File: src/rtl/serial_subtractor_pkg.sv
// Shared constants and FSM encoding for the bit-serial subtractor.
package serial_subtractor_pkg;

   localparam int unsigned DEFAULT_WIDTH = 8;

   typedef enum logic [1:0] {
      ST_IDLE = 2'd0,
      ST_RUN  = 2'd1,
      ST_DONE = 2'd2
   } state_e;

endpackage : serial_subtractor_pkg

File: src/rtl/serial_subtractor_full_subtractor.sv
// Purely combinational one-bit subtractors used by the serial datapath.
module half_subtractor (
   input  logic a,
   input  logic b,
   output logic d,
   output logic bout
);
   assign d    = a ^ b;
   assign bout = ~a & b;
endmodule : half_subtractor

module full_subtractor (
   input  logic a,
   input  logic b,
   input  logic bin,
   output logic d,
   output logic bout
);
   logic d1;
   logic b1;
   logic b2;

   half_subtractor u_hs0 (.a(a),  .b(b),   .d(d1), .bout(b1));
   half_subtractor u_hs1 (.a(d1), .b(bin), .d(d),  .bout(b2));

   // Second stage only borrows when a==b, which gives ~(a^b)&bin.
   assign bout = b1 | b2;
endmodule : full_subtractor

File: src/rtl/serial_subtractor.sv
// Bit-serial unsigned subtractor: LSB first, one bit per clock, fixed latency.
module serial_subtractor
   import serial_subtractor_pkg::*;
#(
   parameter int unsigned WIDTH = DEFAULT_WIDTH
) (
   input  logic             clk,
   input  logic             rst_n,
   input  logic             start,
   input  logic [WIDTH-1:0] a,
   input  logic [WIDTH-1:0] b,
   output logic             busy,
   output logic             done,
   output logic [WIDTH-1:0] diff,
   output logic             bout
);

   localparam int unsigned CNT_W = $clog2(WIDTH) + 1;

   state_e             state_q, state_d;
   logic [WIDTH-1:0]   a_sh_q, a_sh_d;
   logic [WIDTH-1:0]   b_sh_q, b_sh_d;
   logic [WIDTH-1:0]   work_q, work_d;
   logic [WIDTH-1:0]   diff_q, diff_d;
   logic [CNT_W-1:0]   cnt_q, cnt_d;
   logic               brw_q, brw_d;
   logic               bout_q, bout_d;
   logic               busy_q, busy_d;
   logic               done_q, done_d;

   logic               fs_d_c;
   logic               fs_bout_c;
   logic               accept_c;

   full_subtractor u_fs (
      .a    (a_sh_q[0]),
      .b    (b_sh_q[0]),
      .bin  (brw_q),
      .d    (fs_d_c),
      .bout (fs_bout_c)
   );

   assign accept_c = start && (state_q != ST_RUN);

   // Next-state and datapath update.
   always_comb begin
      state_d = state_q;
      a_sh_d  = a_sh_q;
      b_sh_d  = b_sh_q;
      work_d  = work_q;
      diff_d  = diff_q;
      cnt_d   = cnt_q;
      brw_d   = brw_q;
      bout_d  = bout_q;

      unique case (state_q)
         ST_IDLE: ;
         ST_RUN: begin
            a_sh_d = a_sh_q >> 1;
            b_sh_d = b_sh_q >> 1;
            work_d = {fs_d_c, work_q[WIDTH-1:1]};
            brw_d  = fs_bout_c;
            cnt_d  = cnt_q + CNT_W'(1);
            if (cnt_q == CNT_W'(WIDTH - 1)) begin
               state_d = ST_DONE;
               diff_d  = {fs_d_c, work_q[WIDTH-1:1]};
               bout_d  = fs_bout_c;
            end
         end
         ST_DONE: state_d = ST_IDLE;
         default: state_d = ST_IDLE;
      endcase

      // Results stay put; only the working operands are reloaded.
      if (accept_c) begin
         state_d = ST_RUN;
         a_sh_d  = a;
         b_sh_d  = b;
         brw_d   = 1'b0;
         cnt_d   = '0;
      end

      busy_d = (state_d == ST_RUN);
      done_d = (state_d == ST_DONE);
   end

   always_ff @(posedge clk or negedge rst_n) begin
      if (!rst_n) begin
         state_q <= ST_IDLE;
         a_sh_q  <= '0;
         b_sh_q  <= '0;
         work_q  <= '0;
         diff_q  <= '0;
         cnt_q   <= '0;
         brw_q   <= 1'b0;
         bout_q  <= 1'b0;
         busy_q  <= 1'b0;
         done_q  <= 1'b0;
      end else begin
         state_q <= state_d;
         a_sh_q  <= a_sh_d;
         b_sh_q  <= b_sh_d;
         work_q  <= work_d;
         diff_q  <= diff_d;
         cnt_q   <= cnt_d;
         brw_q   <= brw_d;
         bout_q  <= bout_d;
         busy_q  <= busy_d;
         done_q  <= done_d;
      end
   end

   assign busy = busy_q;
   assign done = done_q;
   assign diff = diff_q;
   assign bout = bout_q;

endmodule : serial_subtractor

File: config.mk
export PLATFORM = sky130hd
export DESIGN_NAME = serial_subtractor
export DESIGN_NICKNAME = d
export VERILOG_FILES = /design/src/rtl/serial_subtractor_pkg.sv /design/src/rtl/serial_subtractor_full_subtractor.sv /design/src/rtl/serial_subtractor.sv
export SDC_FILE = /design/constraint.sdc
export NUM_CORES = 1
export LEC_CHECK = 0
export ABC_CLOCK_PERIOD_IN_PS = 1600
export CAP_MARGIN = 30
export CORE_MARGIN = 1.5
export CORE_UTILIZATION = 50
export DETAILED_ROUTE_END_ITERATION = 8
export PLACE_DENSITY = 0.77
export SYNTH_ARGS = -nofsm -noshare
export SYNTH_HDL_FRONTEND = slang
export SYNTH_SLANG_ARGS = --single-unit
File: constraint.sdc
create_clock -name clk -period 1.6 [get_ports clk]
set_input_delay 0.4 -clock clk [delete_from_list [all_inputs] [get_ports clk]]
set_output_delay 0.4 -clock clk [all_outputs]
set_load 0.05 [all_outputs]
Yosys cells after proc, flatten, opt, wreduce, memory -nomap -nowiden
Cells that the tools add are included.
{ "totals": {"wordCells": 38, "ff_bits": 42, "input_bits": 19} }
{ "classes": {"n_bitwise": 7, "reduce_logical": 4, "eq_ne": 5, "muxes": 11, "addsub": 1} }
{ "ops": {"columns": ["cell", "n"], "rows": [
  ["8-bit 2-to-1 mux", 4],
  ["4-bit 2-to-1 mux", 2],
  ["4-bit by 1-bit adder with 4-bit output (second input constant)", 1],
  ["2-bit by 1-bit equality test with 1-bit output (second input constant)", 2],
  ["4-bit by 3-bit equality test with 1-bit output (second input constant)", 1],
  ["2-bit 2-to-1 mux", 2],
  ["2-bit one-hot mux with 2 select lines", 1],
  ["1-bit AND", 2],
  ["2-bit equality test (second input constant)", 1],
  ["2-bit zero test", 1],
  ["1-bit 2-to-1 mux", 2],
  ["2-bit by 1-bit != test with 1-bit output (second input constant)", 1],
  ["1-bit inverter", 2],
  ["2-bit AND reduction", 1],
  ["2-bit nonzero test", 1],
  ["1-bit bitwise XOR", 2],
  ["1-bit logical AND", 1],
  ["1-bit OR", 1]
]} }

Longest topological paths before layout
Gate-level depths: netlist (run 1).
{ "logic_depth": {"depth_word": 6, "ltp_mapped": 5, "depth_no_buf": 4} }

Cells and area by module
Synthesis (run 1) repeated with hierarchy kept, for this count alone.
{ "hier_totals": {"hier_cells": 139, "hier_area_um2": 1774.2} }
{ "modules_own_cells": {"columns": ["module", "n_inst", "area_per_inst_um2", "cells_each"], "rows": [
  ["serial_subtractor", 1, 1727.9, 132],
  ["half_subtractor", 2, 20.0, 3],
  ["full_subtractor", 1, 6.3, 1]
]} }

Least setup slack after synthesis (run 1)
OpenSTA, ideal clock, no wires.
{ "synth_path": {"kind": "register to register", "from": "register cnt_q[0]", "to": "register diff_q[2] (netlist: diff[2])", "slack_ns": 0.221, "setup_time_ns": 0.125, "stages_incl_launch_ff": 6, "t_arrival_ns": 1.254, "cell_sequence": "dfrtp_1 > ha_1 > nand2_1 > nor3_4 > buf_6 > mux2_4"} }
{ "synth_via": {"elab_chain_cells": 2} }
{ "synth_rtl": {"columns": ["item", "line_no", "rtl"], "rows": [
  ["start, declared", "serial_subtractor.sv:25", "logic [CNT_W-1:0] cnt_q, cnt_d;"],
  ["start signal, assigned", "serial_subtractor.sv:105", "cnt_q <= cnt_d;"],
  ["4-bit by 3-bit equality test with 1-bit output", "serial_subtractor.sv:64", "if (cnt_q == CNT_W'(WIDTH - 1)) begin"],
  ["2-bit AND reduction (no line)", null, null],
  ["end signal, assigned", "serial_subtractor.sv:104", "diff_q <= diff_d;"],
  ["end, declared", "serial_subtractor.sv:24", "logic [WIDTH-1:0] diff_q, diff_d;"]
]} }
Every way passes these cells.
A chain may end at the register's enable or synchronous reset.

Worst setup path in the final report (run 1)
{ "layout_path": {"from": "register cnt_q[1]", "to": "register diff_q[1] (netlist: diff[1])"} }
Same word-level chain as after synthesis.

==> results of run 1 <==
[repair_timing]
action / CTS / global route
endpoints found under the setup margin: 0 / 6
buffers inserted: 0 / 3
endpoints found under the hold margin: 18 / 0
resized for setup: 0 / 4
hold buffers: 1 / 0
[metal layers]
metal	share of wire (%)	global-route usage [%]	vias to the layer above
met5	0	0	-
met4	1.6	9.17	0
met3	3.8	3.99	4
met2	50	29.3	26
met1	44	22.8	570
li1	-	-	578
[cell type report]
class | count | area, um2 | share of cell area, %
well taps | 46 | 57.6 | 2.40
clock inverters | 1 | 30.0 | 1.25
repair buffers | 41 | 533 | 22.2
multi-input cells | 99 | 683 | 28.5
flip-flops and latches | 41 | 1030 | 42.8
clock buffers | 7 | 55.1 | 2.30
inverters | 3 | 11.3 | 0.470
[layout by cell type, fill, tap and decap left out, types with 3 or more instances in the layout]
cell / netlist / routed
clkdlybuf4s50_1: 0 / 17
clkbuf_4: 0 / 5
buf_12: 0 / 14
mux2_2: 4 / 4
dfrtp_1: 41 / 41
mux2i_1: 18 / 18
inv_1: 3 / 3
buf_4: 0 / 6
mux2_4: 6 / 6
nand2_1: 39 / 39
o21ai_0: 16 / 16
nor2_1: 5 / 5
[stage by stage]
stage	hold WS (ps)	setup WS, ps	TNS (ps)	std cells	total power [mW]
3_3_place_gp	368	44.7	0	226	3.98
3_5_place_dp	376	15.7	0	226	4.09
4_1_cts	497	33.8	0	235	4.80
6_report	490	76.7	0	238	4.81
5_1_grt	526	-31.1	-103	238	5.17
2_1_floorplan	104	221	0	151	3.12
[power by group through the flow]
stage          combinational [mW]  sequential [mW]  clock [mW]
2_1_floorplan               0.972             2.14           0
3_3_place_gp                 2.16             1.83           0
4_1_cts                      2.25             1.83       0.720
6_report                     2.27             1.83       0.700
3_5_place_dp                 2.23             1.85           0
5_1_grt                      2.50             1.90       0.768
[worst min-delay path: stages, from the launching register on]
cell and delay, ps:
dfrtp_1 360, nand2_1 40, o21ai_0 60
[worst max-delay path by stage]
stage                to  slack (ps)     start  cells after the start
6_report        diff[1]          80  cnt_q[1]                      5
3_5_place_dp   cnt_q[0]          20     start                      4
3_3_place_gp   cnt_q[0]          40     start                      4
4_1_cts         diff[6]          30  cnt_q[0]                      5
2_1_floorplan   diff[2]         220  cnt_q[0]                      5
5_1_grt         diff[0]         -30  cnt_q[1]                      5
[registers in the layout, indices dropped and copies added (netlist names)]
signal	flops
a_sh_q	8
b_sh_q	8
diff	8
work_q	7
cnt_q	4
state_q	2
bout	1
brw_q	1
busy	1
done	1
[logic make-up after synthesis]
logic type      count (synthesis)  share of synthesized area (%)
compound gates                 16                           4.57
xor+xnor                        1                          0.500
fa+ha+maj                       2                           1.86
buf+inv                        11                           3.21
flops                          41                           58.5
mux                            28                           18.0
simple gates                   52                           13.3
==> impl_results.md, run 1 <==
- Part of the total power dissipated in sequential elements: 38.1%
- Pin count of the biggest net entering global routing: 25
- Antenna viol nets, final: 0
- TritonCTS clock tree: built
- Final Hold Violating Endpoints: 0
- Most instantiated cells after synthesis: 41 x dfrtp_1, 39 x nand2_1, 18 x mux2i_1
- Remaining global-route overflow: 0
- Wire length per cell after detailed routing: roughly 13 um
- Detailed Route WL: ~3 mm
- Slowest Stage Delay on Critical Path: 430 ps
- Power density normalized to cell area: 2010 nW/um2
- Arrival time of data at the critical path endpoint: 1780 ps
- Synth top area cells: dfrtp_1 59%, mux2i_1 10%, nand2_1 8.4%, mux2_4 5.1%, o21ai_0 4.6%
- Overall via count from detail_route: 1178
- Number of cells traversed by the worst hold path: 2
- Internal power: 3.00 mW
- Clk sinks: just over 40
- Die Ht: 62.2 um
- Number of maximum-capacitance constraint violations: 0
- Most frequent cell after synthesis: dfrtp_1
- IO buf count: 29
- Fraction of synthesized cell area taken by the top area cell type: 58.5%
- Final nets: 212
- Total number of H-tree levels: 2
- Type of the most critical hold path: reg -> reg
- Max-slew headroom: 69.9%
- Portion of total power attributed to combinational logic: 47.3%
- Yosys top cell by area: dfrtp_1
- # diodes: 0
- Maximum VDD drop: 0.000843 V
- Floorplan die width: slightly above 60 um
- Effective utilization at floorplan: 52.5%
- Via count of the first global-routing pass: between 1k and 1.5k
- Placed wire-length estimate: 2.09 mm
- Synth cell types: 21
- Fillers: between 200 and 250
- Post-route cell area: roughly 2400 um2
- Worst path buffer plus inverter count: 1
- Sequential cell area fraction in the yosys report: just under 60%
- Cell depth of the worst flop-to-flop path: 5
- Synthesized area divided by synthesized cell count: 11.6 um2
- IO Count: 30
- Largest driver fanout on the critical path: 3
- Area of the die: 3870 um2
- Slowest stage cell on the critical path: dfrtp_1
- Reg clk slew, reported paths: 130 ps
- Highest clock frequency the design can meet: ~0.66 GHz
- Fin util: 71.8%
- Synth Net Count: 172
- Hold path startpoint: a_sh_q[2]
- Clock share of power: 14.6%
- Crit share post-route: 95.2%
- Number of synthesis warnings: 0
- Crit path cell chain: ha_4 > nand2_1 > nor3_4 > buf_4 > mux2_2
- Category of the most critical setup path: reg -> reg
- Pins over their slew limit: 0
- Hold worst-path end: a_sh_q[1]
- Number of enable-type register cells in the synthesized netlist: 0
- RePlAce Congestion: 0.726
- Setup skew after layout: 14.6 ps
- All-Layer GR Usage: 18.0%
- Worst R2R Setup Slack: 80 ps
- Nature of the critical path startpoint: flip-flop
- Total of endpoints with negative setup slack in the final report: 0
- Post-synthesis cell area: approximately 1800 um2
- Via/cell ratio: between 4 and 5
- Remaining routing DRC violations: 0
- Flip-flop cell with the highest count after synthesis: dfrtp_1
- Family of cells with the greatest summed delay on the critical path: flip-flops
- Rows: 21
- Tmin final: about 1500 ps
- Cell area after placement: approximately 2300 um2
- Number of buffers created by CTS: 5
- Kind of end point of the critical path: flip-flop
- Net switching fraction of the power: 37.6%
- Result of the run: complete, no violations
- Total net switching power: between 1.5 and 2 mW
- Leakage power figure: 1.13 nW
- Tightest Pin Transition: between 400 and 500 ps
- End of the worst register-to-register path: diff[1]
- Synth Register Bits: 41
- Drt pass-1 iters: 4
- Reg2Reg Launch Point: cnt_q[1]
- Instance count of the mapped netlist: 151
- Initial DRC count: 30
- CTS Root Buffer Type: clkbuf_4
- Post-synthesis to final-layout area growth: 36.7%
- Async SR Flop Fraction: 100%
- Number of antenna violations at the first check in global routing: 0
- Core region area: 3340 um2
- Worst path required time: approximately 1900 ps
- Clock latency of the later-clocked register in the worst-skew pair: 350 ps
- CTS Buffer Depth: 2
- Share of post-route cells with drive strength above 1: between 20% and 30%
- Global-route wire length before repair: 5.45 mm
(Power assumes the default switching activity.)
==> run 2: changes to the inputs <==
--- a/config.mk
+++ b/config.mk
@@ -7,10 +7,12 @@
 export LEC_CHECK = 0
 export ABC_CLOCK_PERIOD_IN_PS = 1600
 export CAP_MARGIN = 30
-export CORE_MARGIN = 1.5
-export CORE_UTILIZATION = 50
+export CELL_PAD_IN_SITES_DETAIL_PLACEMENT = 0
+export CELL_PAD_IN_SITES_GLOBAL_PLACEMENT = 1
+export CORE_MARGIN = 2
+export CORE_UTILIZATION = 41
 export DETAILED_ROUTE_END_ITERATION = 8
-export PLACE_DENSITY = 0.77
+export PLACE_DENSITY = 0.79
 export SYNTH_ARGS = -nofsm -noshare
 export SYNTH_HDL_FRONTEND = slang
 export SYNTH_SLANG_ARGS = --single-unit
==> impl_results.md, run 2 (synthesis gave the netlist of run 1 again) <==
- Nature of the critical path startpoint: flip-flop (unchanged)
- Remaining routing DRC violations: 0 (unchanged)
- Tmin final: 1460 ps (was 1520 ps)
- Category of the most critical setup path: reg -> reg (unchanged)
- Number of maximum-capacitance constraint violations: 0 (unchanged)
- Area of the die: 4810 um2 (was 3870 um2)
- Max-slew headroom: 70.9% (was 69.9%)
- Unrepaired setup endpoints after global routing: false
- Kind of end point of the critical path: flip-flop (unchanged)
- Initial DRC count: 54 (was 30)
- Global-route wire length before repair: 5.31 mm (was 5.45 mm)
- Worst path required time: 1780 ps (was 1860 ps)
- Pins over their slew limit: 0 (unchanged)
- Commonest non-fill, non-tap cell in the layout: dfrtp_1 (unchanged)
- Top library cells by usage in the layout, fill and taps aside: 41 x dfrtp_1, 39 x nand2_1, 18 x mux2i_1 (unchanged)
- Via count of the first global-routing pass: 1184 (was 1206)
- Arrival time of data at the critical path endpoint: 1640 ps (was 1780 ps)
- Pin count of the biggest net entering global routing: 25 (unchanged)
- Final nets: 210 (was 212)
- Placed wire-length estimate: 2.24 mm (was 2.09 mm)
- Remaining global-route overflow: 0 (unchanged)
- Crit path cell chain: ha_1 > nand2_1 > nor3_4 > buf_12 > mux2_2 (was ha_4 > nand2_1 > nor3_4 > buf_4 > mux2_2)
- Fin util: 58.1% (was 71.8%)
- Leakage power figure: 1.11 nW (was 1.13 nW)
- CTS Root Buffer Type: clkbuf_8 (was clkbuf_4)
- Largest driver fanout on the critical path: 7 (was 3)
- Crit share post-route: 91.0% (was 95.2%)
- Total of endpoints with negative setup slack in the final report: 0 (unchanged)
- Family of cells with the greatest summed delay on the critical path: flip-flops (unchanged)
- Detailed Route WL: 3.04 mm (was 2.99 mm)
- Clk sinks: 41 (unchanged)
- Number of antenna violations at the first check in global routing: 0 (unchanged)
- Antenna viol nets, final: 0 (unchanged)
- Worst R2R Setup Slack: 140 ps (was 80 ps)
- Die Ht: 69.4 um (was 62.2 um)
- CTS Buffer Depth: 2 (unchanged)
- Type of the most critical hold path: in -> async (was reg -> reg)
- Drt pass-1 iters: 2 (was 4)
- Post-synthesis to final-layout area growth: 34.5% (was 36.7%)
- Via/cell ratio: 4.77 (was 4.95)
- Share of post-route cells with drive strength above 1: 20.5% (was 22.4%)
- Tightest Pin Transition: 436 ps (was 451 ps)
- Slowest Stage Delay on Critical Path: 370 ps (was 430 ps)
- IO buf count: 29 (unchanged)
- Resize count post-CTS: 0 (unchanged)
- Rows: 23 (was 21)
- Final Hold Violating Endpoints: 0 (unchanged)
- Total number of H-tree levels: 2 (unchanged)
- Cell area after placement: 2270 um2 (was 2260 um2)
- Worst path buffer plus inverter count: 1 (unchanged)
- Highest clock frequency the design can meet: 0.687 GHz (was 0.656 GHz)
- Floorplan die width: 69.4 um (was 62.2 um)
- Core region area: 4060 um2 (was 3340 um2)
- IO Count: 30 (unchanged)
- Overall via count from detail_route: 1144 (was 1178)
- Slowest stage cell on the critical path: dfrtp_1 (unchanged)
- Number of buffers created by CTS: 5 (unchanged)
- Post-route cell area: 2360 um2 (was 2400 um2)
- RePlAce Congestion: 0.758 (was 0.726)
- All-Layer GR Usage: 14.2% (was 18.0%)
- Reg clk slew, reported paths: 70 ps (was 130 ps)
- Maximum VDD drop: 0.000667 V (was 0.000843 V)
- # diodes: 0 (unchanged)
- Result of the run: complete, no violations (unchanged)
- Wire length per cell after detailed routing: 12.7 um (was 12.6 um)
- Effective utilization at floorplan: 43.2% (was 52.5%)
- Clock latency of the later-clocked register in the worst-skew pair: 290 ps (was 350 ps)
- Setup skew after layout: 4.31 ps (was 14.6 ps)
- TritonCTS clock tree: built (unchanged)
- Power density normalized to cell area: 1980 nW/um2 (was 2010 nW/um2)
-- run 2: cell types whose count changed in the layout (fill, tap and decap cells not counted) --
cell / previous run / this run
buf_4: 6 / 7
clkbuf_4: 5 / 0
clkbuf_1: 1 / 3
clkbuf_8: 1 / 5
dlygate4sd3_1: 1 / 0
ha_4: 1 / 0
bufinv_16: 1 / 0
buf_6: 2 / 0
ha_1: 0 / 1
-- run 2: metal layers --
layer  vias up  routed length, um  global-route usage (%)
met5         -                  0                       0
met4         0                 37                    4.58
met3         5                179                    6.10
met2        28               1510                    23.7
met1       540               1310                    16.5
li1        571                  -                       -
-- run 2: worst paths after layout --
check / cells after the start / end / start
max reg2reg: 5 / diff[1] / cnt_q[0]
max in group asynchronous: 2 / cnt_q[3] / rst_n
min: 1 / brw_q / rst_n
min reg2reg: 2 / work_q[1] / work_q[1]
min in group clk: 2 / work_q[1] / work_q[1]
max: 5 / diff[1] / cnt_q[0]
-- run 2: report_power, final --
part	internal, mW	leakage (nW)	total, mW	switching (mW)
clock	0.310	0.0395	0.640	0.330
sequential	1.49	0.520	1.83	0.338
combinational	1.09	0.551	2.19	1.10
total	2.89	1.11	4.66	1.77
-- run 2: cell type report --
cell class,count,area (um2)
fillers,337,1700
multi-input cells,99,671
flip-flops and latches,41,1030
clock buffers,8,80.1
inverters,3,11.3
repair buffers,39,508
well taps,50,62.6
-- run 2: per-stage QoR --
step	cells	setup slack, ps	TNS (ps)	hold slack (ps)	power, mW
floorplan	151	221	0	104	3.12
global placement	231	49.5	0	357	3.99
detailed placement	231	-47.7	-120	368	4.07
CTS	239	116	0	52.3	4.71
global route	240	17.0	0	51.3	5.01
finish	240	143	0	42.3	4.66
-- run 2: timing repair --
action / in CTS / in global routing
hold buffers: 0 / 0
buffers inserted: 0 / 1
setup endpoints to repair: 0 / 2
